--- src/rtl/poly_chunk_mul_pipe.sv ---
// poly_chunk_mul_pipe: holds one packed chunk of public matrix A and multiplies
// a full row of secret-key chunks against it, one chunk per cycle. Each product
// is a (2*LANES-1)-coefficient schoolbook convolution mod 2^COEFF_W, tagged
// with A_idx + s_idx, and held in a single output register with backpressure.
module poly_chunk_mul_pipe #(
  parameter int LANES         = 4,
  parameter int COEFF_W       = 6,
  parameter int S_W           = 2,
  parameter int SECRET_SIGNED = 1,
  parameter int IDX_W         = 10,
  parameter int DEPTH         = 784
) (
  input  logic                              clk_in,
  input  logic                              rst_in,
  input  logic                              A_valid,
  output logic                              A_ready,
  input  logic [IDX_W-1:0]                  A_idx,
  input  logic [LANES*COEFF_W-1:0]          pk_A,
  input  logic                              s_valid,
  output logic                              s_ready,
  input  logic [IDX_W-1:0]                  s_idx,
  input  logic [LANES*S_W-1:0]              sk_s,
  output logic                              B_valid,
  input  logic                              B_ready,
  output logic [IDX_W:0]                    idx_B,
  output logic [(2*LANES-1)*COEFF_W-1:0]    B_out,
  output logic                              seq_err
);

  localparam int NCOEF = 2 * LANES - 1;
  localparam logic [IDX_W-1:0] LAST_IDX  = IDX_W'(DEPTH - LANES);
  localparam logic [IDX_W-1:0] LANE_STEP = IDX_W'(LANES);

  typedef enum logic {
    EMPTY  = 1'b0,
    LOADED = 1'b1
  } state_t;

  state_t state;
  state_t state_nxt;

  logic                          a_hs;
  logic                          s_hs;
  logic                          s_last;
  logic [LANES*COEFF_W-1:0]      a_coef;
  logic [IDX_W-1:0]              a_idx_q;
  logic [IDX_W-1:0]              exp_cnt;
  logic [COEFF_W-1:0]            s_ext [LANES];
  logic [COEFF_W-1:0]            coef  [NCOEF];
  logic [NCOEF*COEFF_W-1:0]      b_nxt;
  logic [IDX_W:0]                idx_nxt;

  assign a_hs    = A_valid && A_ready;
  assign s_hs    = s_valid && s_ready;
  assign s_last  = (s_idx == LAST_IDX);
  assign idx_nxt = {1'b0, a_idx_q} + {1'b0, s_idx};

  // State register: EMPTY waits for an A chunk, LOADED streams the row.
  always_ff @(posedge clk_in or negedge rst_in) begin
    if (!rst_in) state <= EMPTY;
    else         state <= state_nxt;
  end

  // Next state: load on an A handshake, release A after the last chunk of the row.
  always_comb begin
    state_nxt = state;
    case (state)
      EMPTY:   if (a_hs) state_nxt = LOADED;
      LOADED:  if (s_hs && s_last) state_nxt = EMPTY;
      default: state_nxt = EMPTY;
    endcase
  end

  // Handshake outputs: s is taken only when the output register is free or draining.
  always_comb begin
    A_ready = (state == EMPTY);
    s_ready = (state == LOADED) && (!B_valid || B_ready);
  end

  // Capture the A chunk and its start index on the A handshake only.
  always_ff @(posedge clk_in or negedge rst_in) begin
    if (!rst_in) begin
      a_coef  <= '0;
      a_idx_q <= '0;
    end else if (a_hs) begin
      a_coef  <= pk_A;
      a_idx_q <= A_idx;
    end
  end

  // Sequence tracking: the counter follows the accepted index so one slip flags once.
  always_ff @(posedge clk_in or negedge rst_in) begin
    if (!rst_in) begin
      exp_cnt <= '0;
      seq_err <= 1'b0;
    end else begin
      if (a_hs) begin
        exp_cnt <= '0;
      end else if (s_hs) begin
        if (s_last) exp_cnt <= '0;
        else        exp_cnt <= s_idx + LANE_STEP;
        if (s_idx != exp_cnt) seq_err <= 1'b1;
      end
    end
  end

  // Schoolbook convolution of the held A chunk with the offered s chunk, mod 2^COEFF_W.
  always_comb begin
    logic [S_W-1:0]     s_raw;
    logic [COEFF_W-1:0] a_lane;
    s_raw  = '0;
    a_lane = '0;
    b_nxt  = '0;
    for (int k = 0; k < NCOEF; k++) coef[k] = '0;
    for (int j = 0; j < LANES; j++) begin
      s_raw = sk_s[j*S_W +: S_W];
      if (SECRET_SIGNED != 0) s_ext[j] = COEFF_W'($signed(s_raw));
      else                    s_ext[j] = COEFF_W'(s_raw);
    end
    for (int i = 0; i < LANES; i++) begin
      a_lane = a_coef[i*COEFF_W +: COEFF_W];
      for (int j = 0; j < LANES; j++) begin
        coef[i+j] = coef[i+j] + a_lane * s_ext[j];
      end
    end
    for (int k = 0; k < NCOEF; k++) b_nxt[k*COEFF_W +: COEFF_W] = coef[k];
  end

  // Output register: load on s accept, hold under backpressure, drop valid once drained.
  always_ff @(posedge clk_in or negedge rst_in) begin
    if (!rst_in) begin
      B_valid <= 1'b0;
      B_out   <= '0;
      idx_B   <= '0;
    end else if (s_hs) begin
      B_valid <= 1'b1;
      B_out   <= b_nxt;
      idx_B   <= idx_nxt;
    end else if (B_ready) begin
      B_valid <= 1'b0;
    end
  end

endmodule
--- config.mk ---
export PLATFORM = sky130hd
export DESIGN_NAME = poly_chunk_mul_pipe
export DESIGN_NICKNAME = d
export VERILOG_FILES = /design/src/rtl/poly_chunk_mul_pipe.sv
export SDC_FILE = /design/constraint.sdc
export NUM_CORES = 1
export LEC_CHECK = 0
export CORE_AREA = 4 4 130 132
export CTS_CLUSTER_DIAMETER = 100
export DETAILED_ROUTE_END_ITERATION = 16
export DIE_AREA = 0 0 134 136
export GPL_ROUTABILITY_DRIVEN = 0
export PLACE_DENSITY = 0.81
export SLEW_MARGIN = 20
export SYNTH_ARGS = -nofsm -noshare
export SYNTH_HDL_FRONTEND = slang
export SYNTH_SLANG_ARGS = --single-unit
--- constraint.sdc ---
create_clock -name clk_in -period 4.94 [get_ports clk_in]
set_clock_uncertainty 0.2 [all_clocks]
set_input_delay 0.494 -clock clk_in [delete_from_list [all_inputs] [get_ports clk_in]]
set_output_delay 0.494 -clock clk_in [all_outputs]
set_load 0.01 [all_outputs]
==> metrics.md, run 1 <==
| Metric | Value |
|---|---|
| Synth async-reset ratio | `between 90% and 100%` |
| Pint | `0.00416 W` |
| Global route overflow | `0` |
| Final WL | `21,500 um` |
| Layout cells sized above 1 | `about 5.8%` |
| I/O Buffers | `roughly 110` |
| Synth top cells by count | `nand2_1 (237), dfrtp_1 (100), inv_1 (90)` |
| Net load switching power | `around 0.0035 W` |
| Crit-path slowest cell | `clkdlybuf4s50_1` |
| Worst r2r src | `a_coef[13]` |
| Post-CTS Resized | `0` |
| Largest cells by area after synthesis | `dfrtp_1 (28%), fa_1 (20%), nand2_1 (10%)` |
| PD cells | `713 mW/mm^2` |
| Most instantiated library cell after synthesis | `nand2_1` |
| Cell Area, Synth | `slightly below 0.009 mm^2` |
| Post-DRT Antenna Nets | `0` |
| DIE WIDTH | `between 100 and 150 um` |
| Vias | `roughly 6,900` |
| CP peak stage delay | `~0.67 ns` |
| Stages on the worst setup path | `14` |
| Slew margin rel. | `~44%` |
| Placement Cell Area | `around 0.010 mm^2` |
| Worst-path clk slew | `around 0.080 ns` |
| DRC violations left | `0` |
| #FFs+latches synth | `100` |
| Crit path launch | `sk_s[3]` |
| Bufs on Longest Clock Path | `2` |
| Design Area, Final | `~0.011 mm^2` |
| Largest net degree at the start of global routing | `66` |
| Fmax | `around 210 MHz` |
| Leakage | `between 5 and 6 nW` |
| Ys flop type | `dfrtp_1` |
| # IOs | `approximately 110` |
| Period minus WS final | `between 4 and 5 ns` |
| Std-Cell Rows | `46` |
| Clk_lat worst skew | `approximately 0.36 ns` |
| Cells after synthesis | `just under 1,000` |
| Req. time, crit path | `about 5.0 ns` |
| Non-Filler Instances | `between 1,000 and 1,500` |
| Power share of the clock group | `roughly 9.9%` |
| Syn nets | `1,201` |
| Ys Warns | `0` |
| Placed Cells | `between 1,000 and 1,500` |
| DRC marker count from the first detailed-route iteration | `396` |
| Max VDD drop | `between 0.4 and 0.5 mV` |
| Avg Cell Area, Syn | `approximately 9.0 um^2` |
| Root Buffer Master | `clkbuf_16` |
| Post-synth EDFFs | `0` |
| RSZ-0062 raised after global routing | `no` |
| Post-synthesis sequential area ratio | `28.1%` |
| Overall Global Routing Usage | `25.2%` |
| Met3 WL | `between 1500 and 2000 um` |
| Met2 routed WL | `10,400 um` |
| Initial antenna violation count | `0` |
| Num CTS Buffers | `9` |
| Final setup viols | `0` |
| Layout Nets | `approximately 1,300` |
| Crit. End Element | `register` |
| Starting density of the core | `between 50 and 60%` |
| TritonCTS clock tree | `done` |
| Core area | `roughly 0.016 mm^2` |
| Net Sw Frac | `approximately 45%` |
| Combinational share of power | `70.6%` |
| Final Max Tran Viols | `0` |
| WL met1 | `a little over 9000 um` |
| H-tree depth | `3` |
| Post-synthesis to final-layout area growth | `20.2%` |
| Outcome | `finished clean` |
| Data arrival, critical path | `approximately 4.7 ns` |
| Max-Cap Viols | `0` |
| Top layer in use | `met4` |
| Global-route wire length before repair | `36,000 um` |
| CP Max Fanout | `7` |
| Die span in y | `136 um` |
| Most frequent CP cell | `fa_1` |
| Post-CTS setup repair buffer count | `0` |
| DR pass1 iterations | `5` |
| Reg power frac | `19.5%` |
| Final hold vios | `0` |
| Clock sink count | `100` |
| Critical Path, Cell by Cell | `clkdlybuf4s50_1, or2b_1, fa_1, inv_1, ha_1, fa_1, fa_1, ha_1, fa_1, a21o_1, a21oi_1, xnor2_1, xnor2_1, o21ai_1` |
| Setup crit end | `B_out[29]` |
| Launching element type of the critical path | `input port` |
| Average via count per standard cell | `5.23` |
| Critical path class | `input port to register` |
| Largest area contributor in the netlist | `dfrtp_1` |
| Hold/Removal Path Class | `input port to asynchronous set/reset pin` |
| CP top delay family | `adder cells` |
| Hold buffers post-CTS | `0` |
| Buf/Inv on CP | `2` |
| Worst-margin pin slew | `between 0.8 and 0.9 ns` |
| Die area | `~0.018 mm^2` |
| N_diodes | `0` |
| Worst R2R Path Depth | `13` |
| Reg2reg setup slack | `0.50 ns` |
| Top-area cell type share of the netlist area | `between 20% and 30%` |
| RR Endpoint | `B_out[29]` |
| Setup TNS | `0 ns` |
| Period utilization | `94.7%` |
| HPWL reported at the end of detailed placement | `~16,000 um` |
| Finished Core Util | `between 60% and 70%` |
| Avg WL per Cell | `roughly 16 um` |
| Number of global-route vias before repair | `slightly above 7,000` |
| Fin Hold WS | `between 0.015 and 0.02 ns` |
| Netlist cell types | `42` |
==> how the worst min path moves through the flow <==
| stage | endpoint | slack [ns] | from |
|---|---|---|---|
| after floorplan | B_out[0] | -0.002 | rst_in |
| after global placement | seq_err | 0.24 | seq_err |
| after detailed placement | seq_err | 0.26 | seq_err |
| after CTS | idx_B[5] | 0.05 | rst_in |
| after global routing | a_idx_q[8] | 0.09 | rst_in |
| final | a_idx_q[9] | 0.02 | rst_in |
==> metal layers <==
metal	up-vias	global-route usage, %
met5	-	0
met4	0	7.20
met3	39	6.14
met2	263	42.5
met1	3334	32.7
li1	3269	-
==> power groups by stage <==
stage               sequential, W  clock (W)  combinational, W
global route              0.00154   0.000799           0.00610
floorplan                 0.00144          0           0.00378
detailed placement        0.00150          0           0.00528
global placement          0.00148          0           0.00511
CTS                       0.00148   0.000765           0.00540
finish                    0.00149   0.000755           0.00538
==> worst register-to-register path, cell delays in order (launching register included) <==
cell	delay, ns
dfrtp_1	0.65
nand2_1	0.16
fa_1	0.52
inv_1	0.04
ha_1	0.32
fa_1	0.59
fa_1	0.43
ha_1	0.23
fa_1	0.41
a21o_1	0.20
a21oi_1	0.16
xnor2_1	0.17
xnor2_1	0.16
o21ai_1	0.07
==> layout make-up <==
| class | count | area (um^2) |
|---|---|---|
| inverter | 92 | 345 |
| clock inverter | 7 | 91.3 |
| fill | 1236 | 5020 |
| clock buffer | 9 | 225 |
| sequential | 100 | 2500 |
| tap | 216 | 270 |
| timing repair buffer | 146 | 1390 |
| multi-input combinational | 750 | 5870 |
==> kinds of logic (layout without fill, tap and decap cells) <==
kind of cell	Yosys count	after routing	synth area share [%]
xor+xnor	94	94	9.34
flops	100	100	28.1
buf+inv	135	254	5.93
fa+ha+maj	159	159	29.9
compound gates	86	86	5.89
mux	1	1	0.112
simple gates	410	410	20.7
==> cell usage in the layout, fill, tap and decap left out, drive strengths merged, types with 4 or more instances in the layout <==
cell / count
or2b: 9
nand3: 5
nand2b: 20
xnor2: 65
clkdlybuf4s50: 112
fa: 89
nor3: 4
and3: 5
a21oi: 22
dfrtp: 100
buf: 34
ha: 70
nand2: 237
clkbuf: 9
o21ai: 38
nor2b: 8
inv: 95
a21o: 14
xor2: 29
and2: 56
clkinv: 4
nor2: 62
==> state kept, by name (all words and copies together), names as in the netlist <==
| signal | cells |
|---|---|
| a_idx_q | 10 |
| state | 1 |
| B_valid | 1 |
| B_out | 42 |
| exp_cnt | 10 |
| idx_B | 11 |
| a_coef | 24 |
| seq_err | 1 |
==> metrics by stage <==
step | setup WS (ns) | total power, W
final | 0.263 | 0.00762
after global routing | 0.139 | 0.00844
after CTS | 0.294 | 0.00765
after detailed placement | -0.0219 | 0.00678
after global placement | 0.0458 | 0.00659
after floorplan | 0.354 | 0.00523
Note: power is estimated with default switching activity, not from simulation.
==> run 2, diff against run 1 <==
--- a/config.mk
+++ b/config.mk
@@ -11,7 +11,6 @@
 export DIE_AREA = 0 0 134 136
 export GPL_ROUTABILITY_DRIVEN = 0
 export PLACE_DENSITY = 0.81
-export SLEW_MARGIN = 20
 export SYNTH_ARGS = -nofsm -noshare
 export SYNTH_HDL_FRONTEND = slang
 export SYNTH_SLANG_ARGS = --single-unit
==> results of run 2 <==
No change in the layout: final DEF, timing and power equal those of run 1.
==> run 3, diff against run 2 <==
--- a/config.mk
+++ b/config.mk
@@ -5,10 +5,11 @@
 export SDC_FILE = /design/constraint.sdc
 export NUM_CORES = 1
 export LEC_CHECK = 0
-export CORE_AREA = 4 4 130 132
+export ABC_AREA = 1
+export CORE_AREA = 4 4 133 135
 export CTS_CLUSTER_DIAMETER = 100
 export DETAILED_ROUTE_END_ITERATION = 16
-export DIE_AREA = 0 0 134 136
+export DIE_AREA = 0 0 137 139
 export GPL_ROUTABILITY_DRIVEN = 0
 export PLACE_DENSITY = 0.81
 export SYNTH_ARGS = -nofsm -noshare
==> run 3 against run 2 <==
Final area rose by 4.6%. Clock power fell by 6.6%. Cell count rose by 15%. Critical path depth rose by 5. Critical endpoint is now B_out[23]. Largest cell class unchanged. Highest routed layer unchanged.
==> metrics.md, run 3 <==
| Metric | Value |
|---|---|
| Crit. End Element | `register` |
| Critical path class | `input port to register` |
| Synth async-reset ratio | `100%` |
| Avg WL per Cell | `~15 um` |
| Worst-margin pin slew | `around 0.9 ns` |
| Post-synth EDFFs | `0` |
| Syn nets | `between 1,000 and 1,500` |
| Post-DRT Antenna Nets | `0` |
| Reg power frac | `18.1%` |
| H-tree depth | `3` |
| Outcome | `finished clean` |
| Max VDD drop | `around 0.55 mV` |
| Most instantiated library cell after synthesis | `nand2_1` |
| CP Max Fanout | `3` |
| Power share of the clock group | `under 10%` |
| Hold/Removal Path Class | `input port to asynchronous set/reset pin` |
| DRC marker count from the first detailed-route iteration | `~480` |
| Data arrival, critical path | `a little under 5 ns` |
| Post-synthesis to final-layout area growth | `19.0%` |
| Final WL | `roughly 23,000 um` |
| Largest Register | `B_out` |
| N_diodes | `0` |
| Reg2reg setup slack | `between 0.3 and 0.4 ns` |
| Initial antenna violation count | `0` |
| Largest cells by area after synthesis | `dfrtp_1 (27%), fa_1 (19%), nand2_1 (14%)` |
| Num CTS Buffers | `9` |
| Cells after synthesis | `roughly 1,200` |
| Commonest non-fill, non-tap cell in the layout | `nand2_1` |
| Launching element type of the critical path | `input port` |
| Net load switching power | `approximately 0.0039 W` |
| DIE WIDTH | `roughly 140 um` |
| Vias | `7,909` |
| Final hold vios | `0` |
| Root Buffer Master | `clkbuf_16` |
| CP peak stage delay | `about 0.57 ns` |
| Global-route wire length before repair | `around 38,000 um` |
| Critical Path, Cell by Cell | `clkdlybuf4s50_1, inv_1, or2_2, fa_1, fa_1, fa_1, fa_1, inv_1, ha_1, nand2_1, nand2_1, nor2_1, nand3_1, nand2_1, nand2_1, nand2_1, nand2_1, nand3_1, nand2_1` |
| Req. time, crit path | `around 5.0 ns` |
| Final Max Tran Viols | `0` |
| Largest area contributor in the netlist | `dfrtp_1` |
| Combinational share of power | `between 70% and 80%` |
| DRC violations left | `0` |
| DR pass1 iterations | `7` |
| Cell Area, Synth | `between 0.009 and 0.01 mm^2` |
| Slew margin rel. | `roughly two fifths` |
| Design Area, Final | `about 0.011 mm^2` |
| Fmax | `210 MHz` |
| Net Sw Frac | `48.2%` |
| Ys Warns | `0` |
| Die area | `between 0.015 and 0.02 mm^2` |
| Top-area cell type share of the netlist area | `between 20% and 30%` |
| Period minus WS final | `about 4.8 ns` |
| Most frequent CP cell | `nand2_1` |
| Synth top cells by count | `nand2_1 (348), inv_1 (202), dfrtp_1 (100)` |
| Worst-path clk slew | `about 0.080 ns` |
| Period utilization | `around 97%` |
| I/O Buffers | `113` |
| Starting density of the core | `between 50 and 60%` |
| Std-Cell Rows | `47` |
| Layout cells sized above 1 | `just under 8%` |
| TritonCTS clock tree | `done` |
| Pint | `between 0.004 and 0.005 W` |
| Post-synthesis sequential area ratio | `26.6%` |
| Clk_lat worst skew | `roughly 0.37 ns` |
| Die span in y | `139 um` |
| Number of global-route vias before repair | `roughly 8,000` |
| HPWL reported at the end of detailed placement | `roughly 18,000 um` |
| Placed Cells | `approximately 1,500` |
| Worst r2r src | `a_coef[9]` |
| Placement Cell Area | `roughly 0.011 mm^2` |
| # fillers | `between 1,000 and 1,500` |
| Clock sink count | `100` |
| Largest net degree at the start of global routing | `70` |
| Average via count per standard cell | `about 5.2` |
| Crit-path slowest cell | `fa_1` |
| Global route overflow | `0` |
| Leakage | `between 6 and 7 nW` |
| PD cells | `approximately 730 mW/mm^2` |
| Largest register FFs | `42` |
| Core area | `about 0.016 mm^2` |
| Layout Nets | `about 1,500` |
| Top Registers | `B_out: 42 flops, a_coef: 24 flops, idx_B: 11 flops` |
| Bufs on Longest Clock Path | `2` |
| Netlist cell types | `41` |
| # IOs | `between 100 and 150` |
| #FFs+latches synth | `100` |
| Final setup viols | `0` |
| Max-Cap Viols | `0` |
| RSZ-0062 raised after global routing | `no` |
| Worst R2R Path Depth | `18` |
| Avg Cell Area, Syn | `about 8 um^2` |
| Ys flop type | `dfrtp_1` |
| Overall Global Routing Usage | `about 25%` |
| Non-Filler Instances | `1,514` |
| Hold buffers post-CTS | `0` |
| RR Endpoint | `B_out[23]` |
| Most frequent cells in the layout | `nand2_1 (346), inv_1 (202), clkdlybuf4s50_1 (112)` |
| Setup TNS | `0 ns` |
## run 3: what timing repair did
| item | in CTS | in global routing |
|---|---|---|
| buffers inserted | 0 | 0 |
| hold endpoints to repair | 0 | 0 |
| gates resized for setup | 0 | 0 |
| endpoints found under the setup margin | 0 | 1 |
## run 3: cells by family after synthesis
logic type      synth area share [%]
fa+ha+maj                       28.3
buf+inv                         10.7
compound gates                  5.02
mux                             2.64
xor+xnor                        5.54
simple gates                    21.3
flops                           26.6
## run 3: how the worst max path moves through the flow
stage                       start   endpoint  slack (ns)  cells after the start
after global routing      sk_s[2]  B_out[23]       0.006                     21
final                     sk_s[3]  B_out[23]        0.17                     19
after CTS                 sk_s[2]  B_out[23]        0.21                     21
after global placement    sk_s[2]  B_out[23]       -0.09                     21
after detailed placement  sk_s[3]  B_out[23]       -0.16                     19
after floorplan           sk_s[3]  B_out[17]        0.38                     19
## run 3: power groups by stage
stage / sequential, W / combinational (W) / clock (W)
5_1_grt: 0.00152 / 0.00681 / 0.000747
3_3_place_gp: 0.00148 / 0.00568 / 0
2_1_floorplan: 0.00145 / 0.00423 / 0
6_report: 0.00148 / 0.00597 / 0.000705
4_1_cts: 0.00147 / 0.00599 / 0.000710
3_5_place_dp: 0.00148 / 0.00588 / 0
## run 3: per-layer routing
| layer | wire [um] | up-vias | global-route usage [%] |
|---|---|---|---|
| met4 | 559 | 0 | 9.66 |
| met5 | 0 | - | 0 |
| met3 | 1560 | 52 | 3.63 |
| met1 | 9830 | 3794 | 34.2 |
| li1 | - | 3793 | - |
| met2 | 11000 | 270 | 40.6 |
## run 3: final cells by class
class / instances / area [um^2] / share of cell area [%]
Tap cell: 220 / 275 / 2.46
Clock buffer: 10 / 239 / 2.14
Inverter: 213 / 800 / 7.15
Sequential cell: 100 / 2500 / 22.4
Timing Repair Buffer: 147 / 1420 / 12.7
Multi-Input combinational cell: 819 / 5900 / 52.8
Clock inverter: 5 / 45.0 / 0.403
## run 3: critical path, delay by kind of cell
family | cells | cell delay, ns
adders and majority gates | 5 | 2.42
buffers and inverters | 3 | 0.67
and+or+nand+nor | 11 | 1.23
## run 3: metrics by stage
step                setup slack (ns)  hold slack [ns]  utilization (%)  total power [W]
floorplan                      0.385         -0.00159                -          0.00567
global placement             -0.0882            0.246             66.2          0.00716
detailed placement            -0.163            0.255             66.2          0.00737
CTS                            0.208           0.0869             67.9          0.00817
global route                 0.00631            0.135             67.9          0.00908
finish                         0.168           0.0334             67.9          0.00815
